## src/rtl/cam_pixel_packer_pkg.sv

```systemverilog
// Shared types and constants for the camera pixel packer.
// Optional build macro handled by the top: CAM_PIXEL_PACKER_DROPCNT_EN.
package cam_pkg;

  localparam int PIX_PER_WORD = 8;
  localparam int PIX_W        = 16;
  localparam int WORD_W       = 128;
  localparam int LANE_W       = $clog2(PIX_PER_WORD);

  typedef enum logic [1:0] {
    WAIT_SOF  = 2'd0,
    PACK      = 2'd1,
    FLUSH     = 2'd2,
    SEND_LAST = 2'd3
  } cam_state_e;

  function automatic int words_per_frame(input int h_active, input int v_active);
    return (h_active * v_active) / PIX_PER_WORD;
  endfunction

endpackage

```

## src/rtl/cam_pixel_packer_if.sv

```systemverilog
// AXI-Stream style word bus between the packer and the downstream write FIFO.
interface cam_pixel_packer_if;
  import cam_pkg::*;

  // A word transfers on a clock edge where m_axis_valid and m_axis_ready are
  // both high; data, tlast and valid hold steady until that edge, and valid
  // never depends on ready.
  logic [WORD_W-1:0] m_axis_data;
  logic              m_axis_valid;
  logic              m_axis_tlast;
  logic              m_axis_ready;

  modport master (
    output m_axis_data,
    output m_axis_valid,
    output m_axis_tlast,
    input  m_axis_ready
  );

  modport slave (
    input  m_axis_data,
    input  m_axis_valid,
    input  m_axis_tlast,
    output m_axis_ready
  );

endinterface

```

## src/rtl/cam_pixel_packer_word_fifo2.sv

```systemverilog
// Two-entry word FIFO; a push into a full FIFO is legal only alongside a pop.
module cam_word_fifo2
  import cam_pkg::*;
#(
  parameter int W = WORD_W + 1
) (
  input  logic         clk,
  input  logic         rst_n,
  input  logic         i_push,
  input  logic [W-1:0] i_data,
  input  logic         i_pop,
  output logic [W-1:0] o_data,
  output logic         o_valid,
  output logic         o_full
);

  logic [W-1:0] r_mem [2];
  logic         r_wr_ptr;
  logic         r_rd_ptr;
  logic [1:0]   r_count;

  always_ff @(posedge clk or negedge rst_n) begin
    if (!rst_n) begin
      r_mem[0] <= '0;
      r_mem[1] <= '0;
      r_wr_ptr <= 1'b0;
      r_rd_ptr <= 1'b0;
      r_count  <= 2'd0;
    end else begin
      if (i_push) begin
        r_mem[r_wr_ptr] <= i_data;
        r_wr_ptr        <= ~r_wr_ptr;
      end
      if (i_pop) r_rd_ptr <= ~r_rd_ptr;
      if (i_push && !i_pop)      r_count <= r_count + 2'd1;
      else if (!i_push && i_pop) r_count <= r_count - 2'd1;
    end
  end

  assign o_data  = r_mem[r_rd_ptr];
  assign o_valid = (r_count != 2'd0);
  assign o_full  = (r_count == 2'd2);

endmodule

```

## src/rtl/cam_pixel_packer.sv

```systemverilog
// Packs RGB565 camera pixels eight per 128-bit word onto a stream bus.
// Build macro CAM_PIXEL_PACKER_DROPCNT_EN adds the frames_dropped_out counter.
module cam_pixel_packer
  import cam_pkg::*;
#(
  parameter int H_ACTIVE = 1280,
  parameter int V_ACTIVE = 720
) (
  input  logic                clk_in,
  input  logic                rst_in,
  input  logic                pixel_valid_in,
  input  logic [PIX_W-1:0]    pixel_in,
  input  logic [10:0]         hcount_in,
  input  logic [9:0]          vcount_in,
  cam_pixel_packer_if.master  m_axis,
  output logic                overflow_out,
  output logic                resync_out,
`ifdef CAM_PIXEL_PACKER_DROPCNT_EN
  output logic [7:0]          frames_dropped_out,
`endif
  output cam_state_e          dbg_state_out
);

  localparam int WORDS  = words_per_frame(H_ACTIVE, V_ACTIVE);
  localparam int WCNT_W = (WORDS > 1) ? $clog2(WORDS) : 1;
  localparam logic [WCNT_W-1:0] LAST_WCNT = WCNT_W'(WORDS - 1);
  localparam logic [WCNT_W-1:0] WCNT_ONE  = WCNT_W'(1);
  localparam logic [10:0]       LAST_H    = 11'(H_ACTIVE - 1);
  localparam logic [9:0]        LAST_V    = 10'(V_ACTIVE - 1);

  // Reset asserts immediately and releases two clocks after rst_in rises.
  logic [1:0] r_rst_sync;
  logic       w_rst_n;

  always_ff @(posedge clk_in or negedge rst_in) begin
    if (!rst_in) r_rst_sync <= 2'b00;
    else         r_rst_sync <= {r_rst_sync[0], 1'b1};
  end
  assign w_rst_n = r_rst_sync[1];

  cam_state_e          r_state, w_state_nxt;
  logic [LANE_W-1:0]   r_lane, w_lane_nxt;
  logic [WORD_W-1:0]   r_word, w_word_nxt;
  logic [WCNT_W-1:0]   r_wcnt, w_wcnt_nxt;
  logic                r_overflow, r_resync;
  logic                w_push, w_push_last, w_resync, w_drop;
  logic [WORD_W-1:0]   w_push_data;
  logic                w_pop, w_full, w_room, w_sof, w_eof;
  logic [WORD_W:0]     w_fifo_out;

  assign w_sof  = pixel_valid_in && (hcount_in == 11'd0) && (vcount_in == 10'd0);
  assign w_eof  = pixel_valid_in && (hcount_in == LAST_H) && (vcount_in == LAST_V);
  assign w_pop  = m_axis.m_axis_valid && m_axis.m_axis_ready;
  assign w_room = !w_full || w_pop;

  always_comb begin
    w_state_nxt = r_state;
    w_lane_nxt  = r_lane;
    w_word_nxt  = r_word;
    w_wcnt_nxt  = r_wcnt;
    w_push      = 1'b0;
    w_push_last = 1'b0;
    w_push_data = '0;
    w_resync    = 1'b0;
    w_drop      = 1'b0;
    case (r_state)
      WAIT_SOF: begin
        if (w_sof) begin
          w_word_nxt         = '0;
          w_word_nxt[PIX_W-1:0] = pixel_in;
          w_lane_nxt         = LANE_W'(1);
          w_wcnt_nxt         = '0;
          w_state_nxt        = PACK;
        end
      end
      PACK: begin
        if (w_sof) begin
          w_word_nxt         = '0;
          w_word_nxt[PIX_W-1:0] = pixel_in;
          w_lane_nxt         = LANE_W'(1);
          w_wcnt_nxt         = '0;
          w_resync           = 1'b1;
        end else if (pixel_valid_in) begin
          if (hcount_in[LANE_W-1:0] != r_lane) begin
            w_lane_nxt  = '0;
            w_resync    = 1'b1;
            w_state_nxt = WAIT_SOF;
          end else begin
            w_word_nxt[r_lane*PIX_W +: PIX_W] = pixel_in;
            w_lane_nxt = r_lane + LANE_W'(1);
            if (r_lane == LANE_W'(PIX_PER_WORD - 1)) begin
              w_push_data = w_word_nxt;
              w_push_last = (r_wcnt == LAST_WCNT);
              if (w_room) begin
                w_push     = 1'b1;
                w_wcnt_nxt = w_push_last ? '0 : r_wcnt + WCNT_ONE;
              end else begin
                w_drop      = 1'b1;
                w_state_nxt = FLUSH;
              end
            end
          end
        end
      end
      FLUSH: begin
        // A premature start of frame also ends the flush; that pixel is lost.
        if (w_eof || w_sof) w_state_nxt = SEND_LAST;
      end
      SEND_LAST: begin
        if (w_room) begin
          w_push      = 1'b1;
          w_push_last = 1'b1;
          w_state_nxt = WAIT_SOF;
        end
      end
      default: w_state_nxt = WAIT_SOF;
    endcase
  end

  always_ff @(posedge clk_in or negedge w_rst_n) begin
    if (!w_rst_n) begin
      r_state    <= WAIT_SOF;
      r_lane     <= '0;
      r_word     <= '0;
      r_wcnt     <= '0;
      r_overflow <= 1'b0;
      r_resync   <= 1'b0;
    end else begin
      r_state    <= w_state_nxt;
      r_lane     <= w_lane_nxt;
      r_word     <= w_word_nxt;
      r_wcnt     <= w_wcnt_nxt;
      r_overflow <= r_overflow | w_drop;
      r_resync   <= w_resync;
    end
  end

  cam_word_fifo2 #(.W(WORD_W + 1)) u_fifo (
    .clk     (clk_in),
    .rst_n   (w_rst_n),
    .i_push  (w_push),
    .i_data  ({w_push_last, w_push_data}),
    .i_pop   (w_pop),
    .o_data  (w_fifo_out),
    .o_valid (m_axis.m_axis_valid),
    .o_full  (w_full)
  );

  assign m_axis.m_axis_data  = w_fifo_out[WORD_W-1:0];
  assign m_axis.m_axis_tlast = w_fifo_out[WORD_W];
  assign overflow_out        = r_overflow;
  assign resync_out          = r_resync;
  assign dbg_state_out       = r_state;

`ifdef CAM_PIXEL_PACKER_DROPCNT_EN
  logic [7:0] r_drop_cnt;

  always_ff @(posedge clk_in or negedge w_rst_n) begin
    if (!w_rst_n)                          r_drop_cnt <= 8'd0;
    else if (w_drop && r_drop_cnt != 8'hFF) r_drop_cnt <= r_drop_cnt + 8'd1;
  end
  assign frames_dropped_out = r_drop_cnt;
`endif

endmodule
```

## src/flat_wrapper.sv

```systemverilog
// flat-port wrapper written by rule: the top's interface ports become plain ports
module cam_pixel_packer_flat import cam_pkg::*;
#(
  parameter int H_ACTIVE = 1280,
  parameter int V_ACTIVE = 720
)
  (clk_in, rst_in, pixel_valid_in, pixel_in, hcount_in, vcount_in, overflow_out, resync_out, dbg_state_out, m_axis_m_axis_data, m_axis_m_axis_valid, m_axis_m_axis_tlast, m_axis_m_axis_ready);
  cam_pixel_packer_if m_axis_i ();
  input  logic clk_in;
  input  logic rst_in;
  input  logic pixel_valid_in;
  input  logic [PIX_W-1:0] pixel_in;
  input  logic [10:0] hcount_in;
  input  logic [9:0] vcount_in;
  output logic overflow_out;
  output logic resync_out;
  output cam_state_e dbg_state_out;
  output wire logic [$bits(m_axis_i.m_axis_data)-1:0] m_axis_m_axis_data;
  output wire logic [$bits(m_axis_i.m_axis_valid)-1:0] m_axis_m_axis_valid;
  output wire logic [$bits(m_axis_i.m_axis_tlast)-1:0] m_axis_m_axis_tlast;
  input wire logic [$bits(m_axis_i.m_axis_ready)-1:0] m_axis_m_axis_ready;
  assign m_axis_m_axis_data = m_axis_i.m_axis_data;
  assign m_axis_m_axis_valid = m_axis_i.m_axis_valid;
  assign m_axis_m_axis_tlast = m_axis_i.m_axis_tlast;
  assign m_axis_i.m_axis_ready = m_axis_m_axis_ready;
  cam_pixel_packer #(.H_ACTIVE(H_ACTIVE), .V_ACTIVE(V_ACTIVE)) u_core (.clk_in(clk_in), .rst_in(rst_in), .pixel_valid_in(pixel_valid_in), .pixel_in(pixel_in), .hcount_in(hcount_in), .vcount_in(vcount_in), .m_axis(m_axis_i), .overflow_out(overflow_out), .resync_out(resync_out), .dbg_state_out(dbg_state_out));
endmodule
```

## config.mk

```make
export PLATFORM = sky130hd
export DESIGN_NAME = cam_pixel_packer_flat
export DESIGN_NICKNAME = d
export VERILOG_FILES = /design/src/rtl/cam_pixel_packer_pkg.sv /design/src/rtl/cam_pixel_packer_if.sv /design/src/rtl/cam_pixel_packer_word_fifo2.sv /design/src/rtl/cam_pixel_packer.sv /design/src/flat_wrapper.sv
export SDC_FILE = /design/constraint.sdc
export NUM_CORES = 1
export LEC_CHECK = 0
export ABC_AREA = 1
export CORE_AREA = 2 2 230 232
export CTS_CLUSTER_SIZE = 14
export DETAILED_ROUTE_END_ITERATION = 8
export DIE_AREA = 0 0 232 234
export GPL_TIMING_DRIVEN = 0
export SLEW_MARGIN = 20
export SYNTH_ARGS = -nofsm -noshare
export SYNTH_HDL_FRONTEND = slang
export SYNTH_SLANG_ARGS = --single-unit
```

## constraint.sdc

```tcl
create_clock -name clk_in -period 39 [get_ports clk_in]
set_input_delay 5.85 -clock clk_in [delete_from_list [all_inputs] [get_ports clk_in]]
set_output_delay 5.85 -clock clk_in [all_outputs]
set_load 0.01 [all_outputs]
```

After elaboration in Yosys (flattened, before gate mapping)
Cells that the tools add are included.
{"block": "classes", "add_sub_neg": 5, "magnitude_cmp": 3, "n_eq_ne": 20, "shift": 2, "mux": 62, "n_bitwise": 5, "reduce_logical": 23}
{"op": "$mux W128", "count": 9}
{"op": "$mux W129", "count": 4}
{"op": "$bwmux W258", "count": 1}
{"op": "$pmux W128 S2", "count": 1}
{"op": "$demux W129 S1", "count": 1}
{"op": "$bwmux W128", "count": 1}
{"op": "$shift A16 B34 Y128 const A", "count": 1}
{"op": "$shiftx A16 B34 Y128", "count": 1}
{"op": "$mux W17", "count": 7}
{"op": "$neg A7 Y34", "count": 1}
{"op": "$pmux W17 S2", "count": 1}
{"op": "$mux W2", "count": 10}
{"op": "$mux W1", "count": 19}
{"op": "$add A17 B1 Y17 const B", "count": 1}
{"op": "$eq A17 B17 Y1 const B", "count": 1}
{"op": "$mux W3", "count": 4}
{"op": "$eq A11 B11 Y1 const B", "count": 1}
{"op": "$logic_not A11 Y1", "count": 1}
{"op": "$eq A10 B10 Y1 const B", "count": 1}
{"op": "$logic_not A10 Y1", "count": 1}
{"op": "$ne A3 B1 Y1 const B", "count": 3}
{"op": "$logic_and A1 B1 Y1", "count": 8}
{"op": "$pmux W2 S4", "count": 1}
{"op": "$reduce_and A7 Y1", "count": 1}
{"op": "25 further kinds", "count": 40}
{"block": "word_totals", "ff_bits": 416, "in_bits": 41, "output_inout_bits": 134, "elab_cells": 132}

Depth between registers and ports, before layout
{"block": "logic_depth", "depth_word": 13, "ltp_mapped": 14, "mapped_depth_nobuf": 12}

By module
A second synthesis with hierarchy kept.
{"block": "unflattened", "cells_unflattened": 2674, "hier_area_um2": 21416.8}
{"module": "cam_word_fifo2", "instances": 1, "cells_each": 1128, "area_each_um2": 11682.5, "seq_area_each_um2": 6556.3}
{"module": "cam_pixel_packer", "instances": 1, "cells_each": 1546, "area_each_um2": 9734.3, "seq_area_each_um2": 3853.7}

Worst setup path before layout
OpenSTA, ideal clock, no wires.
{"block": "synth_timing", "path_type": "input to register", "startpoint": "input hcount_in[9]", "endpoint": "register u_core.u_fifo.r_count[1]", "setup_ps": 131, "t_arrival_ps": 7176, "required_time_ps": 38869, "slack_ps": 31693, "path_stages": 10, "path_buffers": 0, "path_cell_list": "nor2_1 -> inv_1 -> nor2_1 -> nand3_4 -> nand2_4 -> o21ai_2 -> ha_1 -> a21oi_1 -> o21ai_0 -> xor2_1"}
{"block": "synth_between", "elab_chain_cells": 8, "elab_cells_between_ends": 10, "cone_classes": "mux: 3; reduce/logical: 7"}
{"element": "from (decl)", "line": "flat_wrapper.sv:13", "text": "input logic [10:0] hcount_in;"}
{"element": "$logic_not A11 Y1 (*)", "line": "cam_pixel_packer.sv:51", "text": "assign w_sof = pixel_valid_in && (hcount_in == 11'd0) && (vcount_in == 10'd0);"}
{"element": "$logic_and A1 B1 Y1 (*) (2 in series)", "line": "cam_pixel_packer.sv:51"}
{"element": "$mux W1 (*)", "line": "cam_pixel_packer.sv:77", "text": "if (w_sof) begin"}
{"element": "$pmux W1 S2 (*)", "line": "cam_pixel_packer.sv:66", "text": "case (r_state)"}
{"element": "$logic_not A1 Y1", "line": "cam_pixel_packer_word_fifo2.sv:36", "text": "else if (!i_push && i_pop) r_count <= r_count - 2'd1;"}
{"element": "$logic_and A1 B1 Y1", "line": "cam_pixel_packer_word_fifo2.sv:36"}
{"element": "$reduce_bool A2 Y1 (no line)"}
{"element": "to (signal assigned)", "line": "cam_pixel_packer_word_fifo2.sv:35", "text": "if (i_push && !i_pop) r_count <= r_count + 2'd1;"}
{"element": "to (signal assigned)", "line": "cam_pixel_packer_word_fifo2.sv:36"}
{"element": "to (decl)", "line": "cam_pixel_packer_word_fifo2.sv:20", "text": "logic [1:0] r_count;"}
Every way passes the cells marked *; elsewhere a longest branch is shown, timed or not.
A chain may end at the register's enable or synchronous reset.

Final worst setup path
{"block": "layout_timing", "startpoint": "register u_core.u_fifo.r_rd_ptr", "endpoint": "output m_axis_m_axis_data[98]"}
{"block": "layout_between", "elab_chain_cells": 4}
{"element": "from (decl)", "line": "cam_pixel_packer_word_fifo2.sv:19", "text": "logic r_rd_ptr;"}
{"element": "from (signal assigned)", "line": "cam_pixel_packer_word_fifo2.sv:34", "text": "if (i_pop) r_rd_ptr <= ~r_rd_ptr;"}
{"element": "$not A1 Y2 (not written as such)", "line": "cam_pixel_packer_word_fifo2.sv:40", "text": "assign o_data = r_mem[r_rd_ptr];"}
{"element": "$mux W129 (not written as such) (3 in series)", "line": "cam_pixel_packer_word_fifo2.sv:40"}
{"element": "to (decl)", "line": "flat_wrapper.sv:18", "text": "output wire logic [$bits(m_axis_i.m_axis_data)-1:0] m_axis_m_axis_data;"}
No other way between the ends. The select of a mux whose other input is x is not followed.

==> results by group <==
Clock network
  – CTS resizes: 0
  – Clk sinks: ~420
  – Clock Latency Late Sink: 0.59 ns
  – Htree depth: 2
  – CTS tree: done
  – Hold buffers post-CTS: 0
  – Root buffer cell: clkbuf_16
  – Postcts setup bufs: 0
  – Clock transition at path regs: around 0.060 ns
  – CTS max path bufs: 3
  – Num CTS Buffers: 47

Detailed routing
  – Drt initial violations: 1687
  – Post-route DRC: 0
  – Post-route ant nets: 0
  – Total number of vias: 19100
  – Drt first pass iters: 8
  – Detailed-route wire length per cell: 17.3 microns
  – Post-Route WL: between 60 and 70 mm
  – Post-DR vias/cell: a little over 5

Die
  – Die height: 234 microns
  – I/O pins: 175
  – Row count: 84
  – Die ar.: 0.0543 sq mm
  – Core Box Area: around 0.052 sq mm
  – Die X: roughly 230 microns
  – Initial core utilization: 39.3%

STA
  – Relative slew slack: 25.2%
  – Part of the cycle the worst path needs: 23.2%
  – Slew Limit Fails: 0
  – Final Hold Viols: 0
  – Total negative slack: 0 ns
  – Min Tclk post-route: 9.04 ns
  – Clk_skew: 0.0122 ns
  – Peak Freq: roughly 110 MHz
  – Final setup violating endpoints: 0
  – Worst slew pin tran: 1.12 ns
  – RSZ-0062 raised after global routing: no

Critical path
  – Crit path capture type: primary output
  – Max FO, Critical Path: 10
  – Buf/Inv on CP: 3
  – Worst r2r src: u_core.r_lane[0]$_DFFE_PN0P_
  – CP delay by family, top: buffers and inverters
  – Crit path kind: reg -> out
  – FF-to-FF path depth: 13
  – CP max stage delay: 0.85 ns
  – CP Cell Sequence: clkbuf_1 > clkbuf_1 > nand2_1 > nand2_1 > clkdlybuf4s50_1
  – WP data required: between 30 and 40 ns
  – Critical path's slowest cell: clkbuf_1
  – Reg-to-Reg End: u_core.u_fifo.r_mem[107]$_DFFE_PN0P_
  – CP Launch Type: flip-flop
  – Worst Path Arrival: 3.19 ns
  – Flop-to-flop setup slack: 35.95 ns

Finish
  – Commonest cells after routing, fill and taps aside: 1412 x nand2_1, 415 x dfrtp_1, 309 x o21ai_0, 238 x nor2_1, 174 x clkdlybuf4s50_1
  – Layout cells sized above 1: 6.25%
  – Ant. Diodes: 0
  – Synthesis-to-layout area growth: 21.6%
  – Leading cell type in the layout, fill and taps excluded: nand2_1
  – Final Core Density: 47.9%
  – Final nets: 3099

GRT
  – Total GRT Usage: between 20% and 30%
  – Vias in the first global route: 18600
  – GRT overflow: 0
  – Largest net degree at the start of global routing: 58
  – Initial antenna violation count: 1
  – First-pass GRT wire length: 104 mm

Power
  – Leakage power: 12.5 nW
  – Worst IR drop on VDD: 33.9 uV
  – Power Density: between 40 and 50 mW/mm^2

Run status
  – Status: completed

Logic synthesis
  – FF+latch count, synth: about 420
  – Synth warn: 0
  – Sequential area share after synthesis: 50.9%
  – Mapped Area: 0.0205 sq mm
  – Post-synthesis area per instance: a little over 7 sq um
  – Synthesized netlist cell count: 2820
  – Syn Nets: 2868
  – Synth unique cells: 32

Place
  – Final HPWL DP: 47.6 mm
  – Final RePlAce weighted congestion: 0.894
  – # port buffers: 174

Min path
  – Worst min-delay path class: reg -> async

Run
  – Max_cap viols: 0
-- metal layers --
layer / up-vias / global-route usage (%) / routed length, microns
met4: 2 / 8.19 / 2110
li1: 9261 / - / -
met1: 9168 / 34.5 / 29700
met5: - / 0 / 13
met3: 108 / 3.50 / 3600
met2: 579 / 38.9 / 30100
-- synthesized netlist by cell type --
master    count  area, sq um
nor2_1      238          893
nand3b_1      3         22.5
clkbuf_1     85          319
o21ai_2       1         8.76
o22ai_1      19          119
buf_2        58          290
a21boi_0      1         7.51
nand4_1      17          106
nand3_2       2         20.0
o21ai_1      31          155
nand2_2       2         12.5
o21ai_0     309         1550
buf_4        19          143
ha_1          7         87.6
dfrtp_1     416        10400
nor2_2        4         25.0
o21bai_1      1         7.51
xnor2_1       6         52.6
nand2_4       2         22.5
buf_6         4         45.0
a21oi_1       6         30.0
nor2_4        6         67.6
nand3_1      36          180
nand2_1    1412         5300
nor3_1       20          100
inv_2         6         22.5
inv_1        89          334
xor2_1       10         87.6
conb_1        1         3.75
clkbuf_2      1         5.00
nand3_4       1         17.5
buf_1         7         26.3
-- cell type report --
type	instances	area (sq um)
timing repair buffer	182	1950
clock inverter	17	226
sequential	416	10400
inverter	95	357
tap	688	861
multi-input combinational	2135	8870
buffer	174	830
clock buffer	69	1390
fill	5229	27100
-- power by group --
part | leakage [nW] | total, mW | internal (mW) | switching, mW
combinational | 5.92 | 0.257 | 0.0590 | 0.197
clock | 0.795 | 0.463 | 0.280 | 0.183
sequential | 5.76 | 0.457 | 0.449 | 0.00776
-- worst max-delay path by stage --
stage	startpoint	end	slack (ns)	depth (start not counted)
final	u_core.u_fifo.r_rd_ptr$_DFFE_PN0P_	m_axis_m_axis_data[98]	29.96	5
after global routing	u_core.u_fifo.r_rd_ptr$_DFFE_PN0P_	m_axis_m_axis_data[108]	29.82	5
after CTS	u_core.u_fifo.r_rd_ptr$_DFFE_PN0P_	m_axis_m_axis_data[98]	29.93	5
after detailed placement	pixel_valid_in	u_core.u_fifo.r_mem[48]$_DFFE_PN0P_	30.41	13
after global placement	u_core.r_rst_sync[1]$_DFF_PN0_	u_core.u_fifo.r_mem[199]$_DFFE_PN0P_	21.56	0
after floorplan	u_core.r_rst_sync[1]$_DFF_PN0_	asynchronous set/reset pin	26.55	0
-- sequential cells by signal (all words and copies together), names as in the netlist, named ones only --
name and cells:
u_core.resync_out 1, u_core.u_fifo.r_count 2, u_core.overflow_out 1, u_core.u_fifo.r_rd_ptr 1, u_core.u_fifo.r_mem 258, u_core.r_lane 3
u_core.dbg_state_out 1, u_core.r_wcnt 17, u_core.r_word 128, u_core.u_fifo.r_wr_ptr 1, u_core.r_rst_sync 2
-- kinds of logic after synthesis --
group	after synthesis	share of synthesized area [%]
DFF	416	50.9
AOI/OAI and AO/OA	368	9.16
other	1	0.0183
xor gates and xnor gates	16	0.685
buffers and inverters	269	5.79
and+or+nand+nor	1743	33.1
adders and majority gates	7	0.428
-- metrics by stage --
step | instance area, sq um | hold WS (ns) | worst slack, ns | cells | power (mW)
6_report | 24900 | 0.358 | 29.96 | 3776 | 1.18
5_1_grt | 24900 | 0.370 | 29.82 | 3776 | 1.23
4_1_cts | 24900 | 0.360 | 29.93 | 3776 | 1.18
3_5_place_dp | 23300 | 0.346 | 30.41 | 3690 | 0.717
3_3_place_gp | 23100 | 0.336 | 21.56 | 3682 | 0.713
2_1_floorplan | 20500 | 0.331 | 26.55 | 2820 | 0.620
Power figures use the tool's default switching activity.
